`src/rtl/dds_pkg.sv`:
```
// Shared DDS definitions: LUT geometry, sample type, waveform modes,
// loader FSM states and the amplitude-scaling helper.
package dds_pkg;

  localparam int DDS_ADDR_W    = 12;
  localparam int DDS_DATA_W    = 8;
  localparam int DDS_LUT_DEPTH = 4096;

  typedef logic signed [7:0] dds_sample_t;

  typedef enum logic [1:0] {
    WAVE_RAMP   = 2'd0,
    WAVE_TRI    = 2'd1,
    WAVE_SQUARE = 2'd2,
    WAVE_STREAM = 2'd3
  } dds_wave_mode_e;

  typedef enum logic [1:0] {
    ST_IDLE = 2'd0,
    ST_SYNC = 2'd1,
    ST_LOAD = 2'd2,
    ST_DONE = 2'd3
  } loader_state_e;

  // (sample * unsigned Q0.8 gain) >>> 8, truncated back to a sample.
  function automatic dds_sample_t dds_scale(input dds_sample_t s, input logic [7:0] a);
    logic signed [16:0] p;
    p = 17'(s) * 17'($signed({1'b0, a}));
    p = p >>> 8;
    return p[7:0];
  endfunction

endpackage

```
`src/rtl/dds_wave_gen.sv`:
```
// Combinational waveform generator: (mode, index, duty) -> signed sample.
// Ports:
//   mode   - waveform select (dds_wave_mode_e encoding); stream mode yields 0
//   index  - LUT position being generated
//   duty   - square-wave high-phase length in samples
//   sample - signed two's-complement LUT byte
module dds_wave_gen
  import dds_pkg::*;
#(
  parameter int ADDR_W = DDS_ADDR_W
) (
  input  logic [1:0]        mode,
  input  logic [ADDR_W-1:0] index,
  input  logic [ADDR_W-1:0] duty,
  output logic [7:0]        sample
);

  logic [7:0] tri_t;

  // NOTE: every output of an always_comb gets a value on every path,
  // otherwise synthesis infers a latch.
  always_comb begin
    // Second half of the table walks the same ramp backwards.
    tri_t  = index[ADDR_W-1] ? ~index[ADDR_W-2:ADDR_W-9] : index[ADDR_W-2:ADDR_W-9];
    sample = '0;
    case (dds_wave_mode_e'(mode))
      WAVE_RAMP:   sample = {~index[ADDR_W-1], index[ADDR_W-2:ADDR_W-8]};
      WAVE_TRI:    sample = {~tri_t[7], tri_t[6:0]};
      WAVE_SQUARE: sample = (index < duty) ? 8'h7f : 8'h80;
      default:     sample = '0;
    endcase
  end

endmodule

```
`src/rtl/dds_lut_loader.sv`:
```
// Writer side of the DDS configuration port: rewinds the DDS LUT pointer
// with a one-cycle nonzero step, then streams 2**ADDR_W bytes on cfg/cfg_ce
// from the on-chip generator or from the host valid/ready stream.
// Optional feature macro: DDS_LUT_LOADER_AMPL_EN (amplitude scaling of
// generated waveforms, one extra pipeline stage).
// Ports:
//   clk, reset        - clock, synchronous active-high reset
//   start, abort      - load request (IDLE only) / cancel load in progress
//   mode, duty, ampl  - waveform select, square duty, gain (latched on start)
//   s_data/s_valid/s_ready - host sample stream (mode 3)
//   step_in/step_out  - user tuning word in, tuning word to the DDS
//   cfg, cfg_ce       - LUT byte and write strobe to the DDS
//   busy, done        - load in progress, one-cycle completion pulse
module dds_lut_loader
  import dds_pkg::*;
#(
  parameter int ADDR_W = DDS_ADDR_W,
  parameter int DATA_W = DDS_DATA_W
) (
  input  logic              clk,
  input  logic              reset,
  input  logic              start,
  input  logic              abort,
  input  logic [1:0]        mode,
  input  logic [ADDR_W-1:0] duty,
  input  logic [7:0]        ampl,
  input  logic [DATA_W-1:0] s_data,
  input  logic              s_valid,
  output logic              s_ready,
  input  logic [31:0]       step_in,
  output logic [31:0]       step_out,
  output logic [DATA_W-1:0] cfg,
  output logic              cfg_ce,
  output logic              busy,
  output logic              done
);

  localparam logic [ADDR_W-1:0] LAST_IDX = '1;

  loader_state_e     state;
  dds_wave_mode_e    mode_q;
  logic [ADDR_W-1:0] idx;        // index of the next byte to issue
  logic [ADDR_W-1:0] duty_q;
  logic              issue_done; // generated modes: all bytes issued
  logic              out_last;   // byte currently on cfg is the final one

  logic [7:0]        gen_sample;
  logic              issue;
  logic              issue_last;
  logic [DATA_W-1:0] issue_data;
  logic              emit_ce;
  logic              emit_last;
  logic [DATA_W-1:0] emit_data;
  logic              flush;

  dds_wave_gen #(.ADDR_W(ADDR_W)) u_wave_gen (
    .mode   (mode_q),
    .index  (idx),
    .duty   (duty_q),
    .sample (gen_sample)
  );

  // A byte is issued in SYNC already so that, without the extra gain stage,
  // the first cfg_ce lands in the first LOAD cycle.
  always_comb begin
    if (mode_q == WAVE_STREAM) begin
      issue      = (state == ST_LOAD) && s_ready && s_valid;
      issue_data = s_data;
    end else begin
      issue      = (state == ST_SYNC) || ((state == ST_LOAD) && !issue_done);
      issue_data = gen_sample;
    end
    issue_last = issue && (idx == LAST_IDX);
  end

  assign flush = abort && (state != ST_IDLE);

`ifdef DDS_LUT_LOADER_AMPL_EN
  logic [7:0]        ampl_q;
  logic              pipe_ce;
  logic              pipe_last;
  logic [DATA_W-1:0] pipe_data;

  always_ff @(posedge clk) begin
    if (reset) begin
      ampl_q    <= '0;
      pipe_ce   <= 1'b0;
      pipe_last <= 1'b0;
      pipe_data <= '0;
    end else begin
      if (state == ST_IDLE && start) ampl_q <= ampl;
      pipe_ce   <= issue && !flush;
      pipe_last <= issue_last && !flush;
      pipe_data <= issue_data;
    end
  end

  // Host samples are written verbatim; only generated waveforms are scaled.
  assign emit_ce   = pipe_ce;
  assign emit_last = pipe_last;
  assign emit_data = (mode_q == WAVE_STREAM) ? pipe_data : dds_scale(pipe_data, ampl_q);
`else
  logic ampl_unused;
  assign ampl_unused = ^ampl;

  assign emit_ce   = issue;
  assign emit_last = issue_last;
  assign emit_data = issue_data;
`endif

  // NOTE: sequential state uses non-blocking assignments so every register
  // samples pre-edge values regardless of statement order.
  always_ff @(posedge clk) begin
    if (reset) begin
      state      <= ST_IDLE;
      mode_q     <= WAVE_RAMP;
      duty_q     <= '0;
      idx        <= '0;
      issue_done <= 1'b0;
      out_last   <= 1'b0;
      cfg        <= '0;
      cfg_ce     <= 1'b0;
      s_ready    <= 1'b0;
      busy       <= 1'b0;
      done       <= 1'b0;
      step_out   <= '0;
    end else begin
      cfg_ce   <= 1'b0;
      out_last <= 1'b0;
      done     <= 1'b0;
      step_out <= '0;
      if (flush) begin
        state      <= ST_IDLE;
        idx        <= '0;
        issue_done <= 1'b0;
        s_ready    <= 1'b0;
        busy       <= 1'b0;
      end else begin
        case (state)
          ST_IDLE: begin
            step_out <= step_in;
            if (start) begin
              mode_q     <= dds_wave_mode_e'(mode);
              duty_q     <= duty;
              idx        <= '0;
              issue_done <= 1'b0;
              step_out   <= 32'd1;  // nonzero step rewinds the DDS LUT pointer
              busy       <= 1'b1;
              state      <= ST_SYNC;
            end
          end
          ST_SYNC: begin
            s_ready <= (mode_q == WAVE_STREAM);
            state   <= ST_LOAD;
          end
          ST_LOAD: begin
            if (out_last) begin
              busy  <= 1'b0;
              done  <= 1'b1;
              state <= ST_DONE;
            end
          end
          default: state <= ST_IDLE;
        endcase

        if (issue) begin
          idx <= idx + ADDR_W'(1);
          // s_ready falls with the last accepted byte so no extra byte is
          // taken while the final write drains out.
          if (issue_last) begin
            issue_done <= 1'b1;
            s_ready    <= 1'b0;
          end
        end

        if (emit_ce) begin
          cfg      <= emit_data;
          cfg_ce   <= 1'b1;
          out_last <= emit_last;
        end
      end
    end
  end

endmodule

```
`config.mk`:
```
export PLATFORM = sky130hd
export DESIGN_NAME = dds_lut_loader
export DESIGN_NICKNAME = d
export VERILOG_FILES = /design/src/rtl/dds_pkg.sv /design/src/rtl/dds_wave_gen.sv /design/src/rtl/dds_lut_loader.sv
export SDC_FILE = /design/constraint.sdc
export NUM_CORES = 1
export LEC_CHECK = 0
export ABC_AREA = 1
export ABC_CLOCK_PERIOD_IN_PS = 1800
export BUFFER_PORTS_ARGS = -buffer_cell sky130_fd_sc_hd__buf_4
export CORE_MARGIN = 1.5
export CORE_UTILIZATION = 35
export DETAILED_ROUTE_END_ITERATION = 16
export HOLD_SLACK_MARGIN = 0.03
export PLACE_DENSITY = 0.69
export SKIP_LAST_GASP = 1
export SYNTH_ARGS = -nofsm -noshare
export SYNTH_HDL_FRONTEND = slang
export SYNTH_SLANG_ARGS = --single-unit
```
`constraint.sdc`:
```
create_clock -name clk -period 1.8 [get_ports clk]
set_input_delay 0.36 -clock clk [delete_from_list [all_inputs] [get_ports clk]]
set_output_delay 0.36 -clock clk [all_outputs]
set_load 0.02 [all_outputs]
```
==> impl_metrics.py, run 1 <==
metrics = {
    "clock_network": {
        "insertion_delay_ps": 340,
        "holdBufCountCts": 0,
        "root_buffer": "clkbuf_8",
        "cts.clk_slew.worst_paths_ps": 80,
        "cts_made_buffers": 9,
        "cts_tree": "yes",
        "htree_levels": 3,
        "cts_sinks": 74,
        "cts.path.max_buffers": 2,
    },
    "global_routing": {
        "grt_pass1_wl_mm": 13.57,
        "gr-usage-all-layers_pct": 17.30,
        "grt_max_degree": 32,
        "antenna_found_initial": 0,
        "overflow": 0,
        "grt_pass1_vias": 3082,
    },
    "route": {
        "drtIter0Drc": 178,
        "antenna_left": 0,
        "drc": 0,
        "drt-total-wl_mm": 7.930,
        "vias": 3076,
        "first_pass_iters": 6,
        "wl_per_cell_um": 11.85,
        "via_per_inst": 4.598,
    },
    "timing": {
        "setup-violations-final": 0,
        "rsz0062_at_grt": "no",
        "finalMaxSlewViolations": 0,
        "tightest_slew_ps": 358.8,
        "post-route-min-period_ps": 1639,
        "fin_tns_setup_ps": 0,
        "max_slew_margin_pct": 75.83,
        "fmax_mhz": 610.0,
        "fin_crit_sh_pct": 91.07,
        "clock_skew_ps": 7.436,
        "hold_violations": 0,
    },
    "synthesis": {
        "synth_area_um2": 3207,
        "synth_ff_type": "dfxtp_1",
        "synth-edff-count": 0,
        "yosysWarnings": 0,
        "yosys_register_bits": 74,
        "netlist_instances": 438,
        "synth_fp_nets": 521,
        "ys_types": 26,
        "avgSynthCellArea_um2": 7.322,
        "async_flop_share_pct": 0,
        "synth-seq-area-share_pct": 46.20,
    },
    "floorplanning": {
        "dieArea_um2": 9746,
        "io-pin-count": 111,
        "core_region_area_um2": 8806,
        "start_util_pct": 36.42,
        "die_w_um": 98.72,
        "die_h_um": 98.72,
        "rows": 34,
    },
    "worst_setup_path": {
        "arrival_ps": 1900,
        "worst-path-stages": 9,
        "cp-start-kind": "register",
        "end_kind": "register",
        "rr_worst_depth": 9,
        "cpPeakStageDelay_ps": 360,
        "crit_top_cell": "nor2_2",
        "crit_buf_inv": 0,
        "ff2ff_setup_slack_ps": 160,
        "path_cells": "ha_2, nand3_1, nor2_2, nand3_2, nor2_2, nand2_1, nor2_2, nand3_1, a21oi_1",
        "crit_fanout": 4,
        "path_class": "reg -> reg",
        "crit_required_ps": 2060,
        "slowest_stage": "dfxtp_2",
        "critPathTopFamily": "simple AND/OR/NAND/NOR gates",
    },
    "cells_and_area": {
        "final_cell_mix": "buf_4, nand2_1, inv_1, dfxtp_1, nor2_1",
        "final_common_cell": "buf_4",
        "diodes": 0,
        "fin_util_pct": 50.61,
        "nets": 639,
        "drive_above_1_share_pct": 28.70,
        "area_delta_synth_final_pct": 38.98,
    },
    "flow_run": {
        "drv_cap": 0,
    },
    "place": {
        "dpl.hpwl_mm": 6.065,
        "portBuffers": 102,
        "routabilityCongestion": 0.8389,
    },
    "power": {
        "p_per_area_nw_per_um2": 1123,
        "power.leakage_nw": 2.252,
        "power_mw": 5.004,
        "peakVddDrop_uv": 540.6,
    },
    "hold_path": {
        "min_path_cells": 3,
        "worst_hold_path_type": "in -> reg",
    },
    "outcome": {
        "status": "complete, no violations",
    },
}
state kept, by name (all words and copies together) (netlist names):
register and flops:
out_last 1, issue_done 1, busy 1, done 1
s_ready 1, cfg_ce 1, cfg 8, idx 12
step_out 32, state 2, duty_q 12, mode_q 2
area by class of cell:
class / count / area (um2)
inverters: 76 / 287.8
flip-flops and latches: 74 / 1485
clock inverters: 5 / 61.31
well taps: 108 / 135.1
fillers: 841 / 4349
clock buffers: 11 / 141.4
repair buffers: 122 / 915.9
multi-input cells: 273 / 1430
report_power, final:
part | total [mW] | leakage, nW | internal [mW] | switching (mW)
clock | 1.31 | 0.104 | 0.689 | 0.619
combinational | 1.73 | 1.54 | 0.669 | 1.06
sequential | 1.96 | 0.606 | 1.86 | 0.102
total | 5.00 | 2.25 | 3.22 | 1.78
per-layer routing:
metal | vias up | part of all wire [%] | track usage, %
li1 | 1598 | - | -
met1 | 1359 | 42 | 20.21
met2 | 104 | 49 | 29.11
met3 | 15 | 6.1 | 4.823
met4 | 0 | 2.9 | 8.791
met5 | - | 0 | 0
cells by family after synthesis:
family / count (synthesis) / share of synthesized area (%)
buffers and inverters: 91 / 10.96
adders and majority gates: 16 / 6.243
and+or+nand+nor: 166 / 20.87
AOI/OAI and AO/OA: 84 / 13.81
DFF: 74 / 46.20
xor gates and xnor gates: 7 / 1.912
repair_timing:
item                       4_1_cts  5_1_grt
setup endpoints to repair        0       17
setup buffers                    0        1
resized for setup                0       21
path summary, 6_finish.rpt:
check,startpoint,endpoint
worst max-delay path,idx[0],issue_done
worst min-delay path,step_in[1],step_out[1]
worst max register to register,idx[0],issue_done
worst min register to register,out_last,done
Yosys cell counts, drive strengths merged, types with 3 or more instances:
master  instances  area share, %
a21oi          39            6.1
a31oi           7            1.4
buf             3           0.66
clkbuf         12            1.4
dfxtp          74             46
ha             16            6.2
inv            74            8.7
nand2          78            9.3
nand3          10            1.6
nor2           72            8.7
o21ai          32            5.0
xor2            7            1.9
through the flow:
| stage | hold slack, ps | worst slack, ps | std cells | area, um2 |
|---|---|---|---|---|
| global route | 212.5 | 2.574 | 669 | 4457 |
| global placement | 449.9 | 92.73 | 652 | 4184 |
| floorplan | 421.3 | 222.9 | 438 | 3207 |
| detailed placement | 434.0 | 60.56 | 652 | 4184 |
| finish | 230.2 | 160.7 | 669 | 4457 |
| CTS | 213.5 | 33.18 | 668 | 4387 |
tightest hold or removal path, cell delays in order:
cell	delay, ps
buf_4	70
inv_1	30
nor2_1	80
(Power assumes the default switching activity.)
==> run 2, diff against run 1 <==
--- a/config.mk
+++ b/config.mk
@@ -13,6 +13,7 @@
 export DETAILED_ROUTE_END_ITERATION = 16
 export HOLD_SLACK_MARGIN = 0.03
 export PLACE_DENSITY = 0.69
+export RECOVER_POWER = 25
 export SKIP_LAST_GASP = 1
 export SYNTH_ARGS = -nofsm -noshare
 export SYNTH_HDL_FRONTEND = slang
==> run 2 against run 1 <==
  * The flow now finishes with violations (design-rule violations)
  * Core utilization down 1.2 points
  * Largest power group unchanged
  * Die area stayed put
  * Critical path depth unchanged
  * Largest cell class unchanged
  * Worst hold slack is essentially flat
  * Cell count did not move
  * Clock-buffer cell count unchanged
  * Highest routed layer unchanged
  * Via count is 0.78% higher
  * Clock power about the same
  * Critical path type unchanged
  * Total power fell by 0.83%
==> impl_metrics.py, run 2 (synthesis gave the netlist of run 1 again) <==
metrics = {
    "outcome": {
        "status": "complete, but fails checks",
        "violations": "design-rule violations",
    },
    "timing": {
        "hold_violations": 0,
        "setup-violations-final": 0,
        "clock_skew_ps": 7.432,
        "tightest_slew_ps": 350.8,
        "worst_slack_ps": 160.0,
        "post-route-min-period_ps": 1640,
        "fmax_mhz": 609.8,
        "finalMaxSlewViolations": 0,
        "timing.hold.ws_ps": 229.9,
        "max_slew_margin_pct": 76.37,
        "fin_tns_setup_ps": 0,
        "rsz0062_at_grt": "no",
        "fin_crit_sh_pct": 91.11,
    },
    "floorplanning": {
        "die_h_um": 98.72,
        "dieArea_um2": 9746,
        "die_w_um": 98.72,
        "start_util_pct": 36.42,
        "io-pin-count": 111,
        "core_region_area_um2": 8806,
        "rows": 34,
    },
    "cells_and_area": {
        "drive_above_1_share_pct": 23.89,
        "largest_register_ffs": 32,
        "fin_util_pct": 49.46,
        "area_delta_synth_final_pct": 35.82,
        "largest-register": "step_out",
        "multi_input_area_um2": 1430,
        "final_common_cell": "buf_4",
        "diodes": 0,
        "reg.largest.list": "step_out x32, duty_q x12, idx x12",
        "nFillCells": 863,
        "nets": 639,
        "final_cell_mix": "buf_4, nand2_1, inv_1, dfxtp_1, nor2_1",
        "seq_area_um2": 1485,
    },
    "power": {
        "p_per_area_nw_per_um2": 1140,
        "power.leakage_nw": 2.139,
        "peakVddDrop_uv": 539.9,
    },
    "clock_network": {
        "cts.clk_slew.worst_paths_ps": 80,
        "cts_made_buffers": 9,
        "root_buffer": "clkbuf_8",
        "insertion_delay_ps": 340,
        "cts.path.max_buffers": 2,
        "cts_tree": "yes",
        "holdBufCountCts": 0,
        "htree_levels": 3,
        "cts_sinks": 74,
    },
    "worst_setup_path": {
        "crit_required_ps": 2060,
        "r2r-end": "issue_done",
        "path_class": "reg -> reg",
        "arrival_ps": 1900,
        "cp-start-kind": "register",
        "ff2ff_setup_slack_ps": 160,
        "startpoint": "idx[0]",
        "end_kind": "register",
        "crit_fanout": 4,
        "critPathCapture": "issue_done",
        "rr_worst_depth": 9,
        "r2r-start": "idx[0]",
    },
    "route": {
        "wl_per_cell_um": 11.83,
        "via_per_inst": 4.634,
        "antenna_left": 0,
        "drtIter0Drc": 175,
        "drt-total-wl_mm": 7.911,
        "drc": 3,
        "vias": 3100,
        "first_pass_iters": 11,
    },
    "global_routing": {
        "grt_pass1_vias": 3082,
        "gr-usage-all-layers_pct": 17.30,
        "grt_max_degree": 32,
        "antenna_found_initial": 0,
        "grt_pass1_wl_mm": 13.57,
        "overflow": 0,
    },
    "place": {
        "place_ws_ps": 60.56,
        "portBuffers": 102,
        "routabilityCongestion": 0.8389,
        "dpl.hpwl_mm": 6.065,
    },
    "hold_path": {
        "worst_hold_path_type": "in -> reg",
    },
    "flow_run": {
        "drv_cap": 0,
    },
}
[run 2: cell count changes in the layout (fill, tap and decap cells not counted)]
cell and delta:
buf_4 -27, clkbuf_1 +27
[run 2: routing by layer]
metal  track usage (%)  routed length (um)  vias up
met1             20.21                3309     1384
met2             29.11                3833      102
met4             8.791                 232        0
met5                 0                   0        -
li1                  -                   -     1599
met3             4.823                 536       15
[run 2: area by class of cell]
| cell class | count | share of cell area (%) |
|---|---|---|
| Sequential cell | 74 | 34.10 |
| Clock inverter | 5 | 1.408 |
| Inverter | 76 | 6.607 |
| Multi-Input combinational cell | 273 | 32.84 |
| Tap cell | 108 | 3.103 |
| Timing Repair Buffer | 122 | 18.70 |
| Clock buffer | 11 | 3.246 |
[run 2: critical path, cell delays in order, from the launching register on]
cell	delay, ps
dfxtp_2	360
ha_2	190
nand3_1	120
nor2_2	190
nand3_2	100
nor2_2	110
nand2_1	80
nor2_2	130
nand3_1	140
a21oi_1	160
[run 2: report_power, final]
part,switching [mW],internal [mW],total [mW]
clock,0.621,0.689,1.31
sequential,0.101,1.86,1.96
combinational,1.07,0.620,1.69
total,1.79,3.17,4.96
[run 2: what timing repair did]
| action | CTS | global route |
|---|---|---|
| setup buffers | 0 | 1 |
| setup endpoints to repair | 0 | 17 |
| gates resized for setup | 0 | 21 |
| endpoints found under the hold margin | 0 | 0 |
[run 2: through the flow]
| step | total power, mW | cell area (um2) | instances |
|---|---|---|---|
| 6_report | 4.963 | 4355 | 669 |
| 5_1_grt | 5.339 | 4355 | 669 |
| 4_1_cts | 4.981 | 4387 | 668 |
| 3_5_place_dp | 3.656 | 4184 | 652 |
| 3_3_place_gp | 3.599 | 4184 | 652 |
| 2_1_floorplan | 3.049 | 3207 | 438 |
[run 2: worst min-delay path by stage]
stage,startpoint,endpoint,slack (ps),cells past startpoint
floorplan,out_last,done,420,2
CTS,step_in[1],step_out[1],210,3
finish,step_in[1],step_out[1],230,3
global placement,duty_q[8],duty_q[8],450,2
detailed placement,out_last,done,430,2
global route,step_in[24],step_out[24],210,3
==> run 3, diff against run 2 <==
--- a/config.mk
+++ b/config.mk
@@ -9,10 +9,10 @@
 export ABC_CLOCK_PERIOD_IN_PS = 1800
 export BUFFER_PORTS_ARGS = -buffer_cell sky130_fd_sc_hd__buf_4
 export CORE_MARGIN = 1.5
-export CORE_UTILIZATION = 35
+export CORE_UTILIZATION = 45
 export DETAILED_ROUTE_END_ITERATION = 16
 export HOLD_SLACK_MARGIN = 0.03
-export PLACE_DENSITY = 0.69
+export PLACE_DENSITY = 0.83
 export RECOVER_POWER = 25
 export SKIP_LAST_GASP = 1
 export SYNTH_ARGS = -nofsm -noshare
==> run 3 against run 2 <==
  * The flow now finishes without violations
  * Critical endpoint is now idx[9]
  * Die area shrank 22%
  * Cell count shrank 0.75%
  * Register-to-register slack lost 30 ps
  * Via count up 0.87%
  * Clock skew up 5.5 ps
  * Global-route usage rose by 4.3 points
==> impl_metrics.py, run 3 (synthesis gave the netlist of run 1 again) <==
metrics = {
    "outcome": {
        "status": "complete, no violations",
    },
    "power": {
        "intPower_mw": 3.294,
        "p_comb_share_pct": 34.1,
        "power.leakage_nw": 2.180,
        "p_sw_share_pct": 35.40,
        "p_clk_share_pct": 27.7,
        "p_per_area_nw_per_um2": 1160,
        "switching_power_mw": 1.805,
        "peakVddDrop_uv": 803.4,
        "power_frac_seq_pct": 38.1,
    },
    "cells_and_area": {
        "diodes": 0,
        "reg.largest.list": "step_out x32, duty_q x12, idx x12",
        "final_common_cell": "buf_4",
        "nFillCells": 603,
        "largest_register_ffs": 32,
        "final_cells": 664,
        "fin_util_pct": 64.38,
        "largest-register": "step_out",
        "final_cell_mix": "buf_4, nand2_1, dfxtp_1",
        "nets": 646,
        "area_delta_synth_final_pct": 37.14,
        "drive_above_1_share_pct": 24.12,
    },
    "worst_setup_path": {
        "cp-start-kind": "register",
        "critPathTopFamily": "simple AND/OR/NAND/NOR gates",
        "crit_fanout": 8,
        "path_class": "reg -> reg",
        "slowest_stage": "dfxtp_1",
        "cpPeakStageDelay_ps": 330,
        "end_kind": "register",
        "arrival_ps": 1900,
        "path_cells": "inv_1, ha_1, inv_1, o21ai_0, nand2_1, nand2_4, buf_4, nand2_1, o31ai_2, nor2_1",
        "crit_required_ps": 2030,
        "crit_buf_inv": 3,
    },
    "floorplanning": {
        "rows": 30,
        "io-pin-count": 111,
        "start_util_pct": 46.94,
        "die_h_um": 87.42,
        "dieArea_um2": 7641,
        "core_region_area_um2": 6832,
        "die_w_um": 87.42,
    },
    "timing": {
        "post-route-min-period_ps": 1673,
        "fmax_mhz": 597.8,
        "max_slew_margin_pct": 73.64,
        "fin_crit_sh_pct": 92.94,
        "setup-violations-final": 0,
        "clock_skew_ps": 12.98,
        "tightest_slew_ps": 391.2,
        "finalMaxSlewViolations": 0,
        "hold_violations": 0,
        "rsz0062_at_grt": "yes",
    },
    "route": {
        "drc": 0,
        "wl_per_cell_um": 12.28,
        "vias": 3127,
        "drt-total-wl_mm": 8.155,
        "drtIter0Drc": 218,
        "antenna_left": 0,
        "via_per_inst": 4.709,
        "first_pass_iters": 4,
    },
    "clock_network": {
        "holdBufCountCts": 0,
        "cts.path.max_buffers": 2,
        "root_buffer": "clkbuf_8",
        "cts_sinks": 74,
        "cts_made_buffers": 9,
        "cts_tree": "yes",
        "htree_levels": 3,
        "insertion_delay_ps": 340,
        "cts.clk_slew.worst_paths_ps": 90,
    },
    "global_routing": {
        "use_met2_pct": 39.37,
        "top_usage_layer": "met2",
        "grt_pass1_vias": 3054,
        "overflow": 0,
        "met1_usage_pct": 24.82,
        "grt_pass1_wl_mm": 13.00,
        "grt_max_degree": 32,
        "gr-usage-all-layers_pct": 21.57,
        "antenna_found_initial": 0,
        "grtUsageMet3_pct": 4.739,
    },
    "place": {
        "placedCellCount": 646,
        "routabilityCongestion": 0.8821,
        "dpl.hpwl_mm": 6.201,
        "portBuffers": 102,
    },
    "hold_path": {
        "worst_hold_path_type": "in -> reg",
    },
    "flow_run": {
        "drv_cap": 0,
    },
}
==> run 3: metrics by stage <==
| step | TNS (ps) | hold WS, ps | total power, mW | setup WS (ps) | instance area [um2] |
|---|---|---|---|---|---|
| floorplan | 0 | 421.3 | 3.049 | 222.9 | 3207 |
| global placement | 0 | 443.7 | 3.605 | 137.6 | 4214 |
| detailed placement | 0 | 450.5 | 3.677 | 74.24 | 4214 |
| CTS | 0 | 218.4 | 5.075 | 53.76 | 4433 |
| global route | -100.9 | 205.6 | 5.432 | -49.75 | 4398 |
| finish | 0 | 226.9 | 5.100 | 127.1 | 4398 |
==> run 3: final timing paths <==
kind / start / endpoint / slack, ps / cells after the start
worst min register to register: duty_q[3] / duty_q[3] / 460 / 2
worst max register to register: state[0] / idx[9] / 130 / 10
worst max-delay path: state[0] / idx[9] / 130 / 10
worst min-delay path: step_in[18] / step_out[18] / 230 / 3
==> run 3: layout make-up <==
type	instances	area, um2	share of cell area, %
clock buffers	10	127.6	2.902
clock inverters	6	91.34	2.077
inverters	76	287.8	6.543
multi-input cells	273	1423	32.35
flip-flops and latches	74	1481	33.68
well taps	96	120.1	2.731
repair buffers	129	867.1	19.72
==> run 3: tightest hold or removal path, cell delays in order <==
cell and delay [ps]:
buf_4 70, inv_1 30, nor2_1 80
==> run 3: routing by layer <==
layer	vias up	wire length, um
met5	-	0
met4	0	86
met3	6	426
met2	88	4350
met1	1422	3292
li1	1611	-
==> run 3: timing repair <==
action / CTS / global route
setup endpoints to repair: 0 / 15
gates resized for setup: 0 / 15
endpoints found under the hold margin: 0 / 0
setup buffers: 0 / 2
==> run 3: power by group through the flow <==
| stage | clock, mW | combinational (mW) | sequential (mW) |
|---|---|---|---|
| after detailed placement | 0 | 1.70 | 1.98 |
| final | 1.41 | 1.74 | 1.94 |
| after CTS | 1.43 | 1.70 | 1.94 |
| after global placement | 0 | 1.63 | 1.98 |
| after global routing | 1.50 | 1.96 | 1.97 |
| after floorplan | 0 | 0.926 | 2.12 |
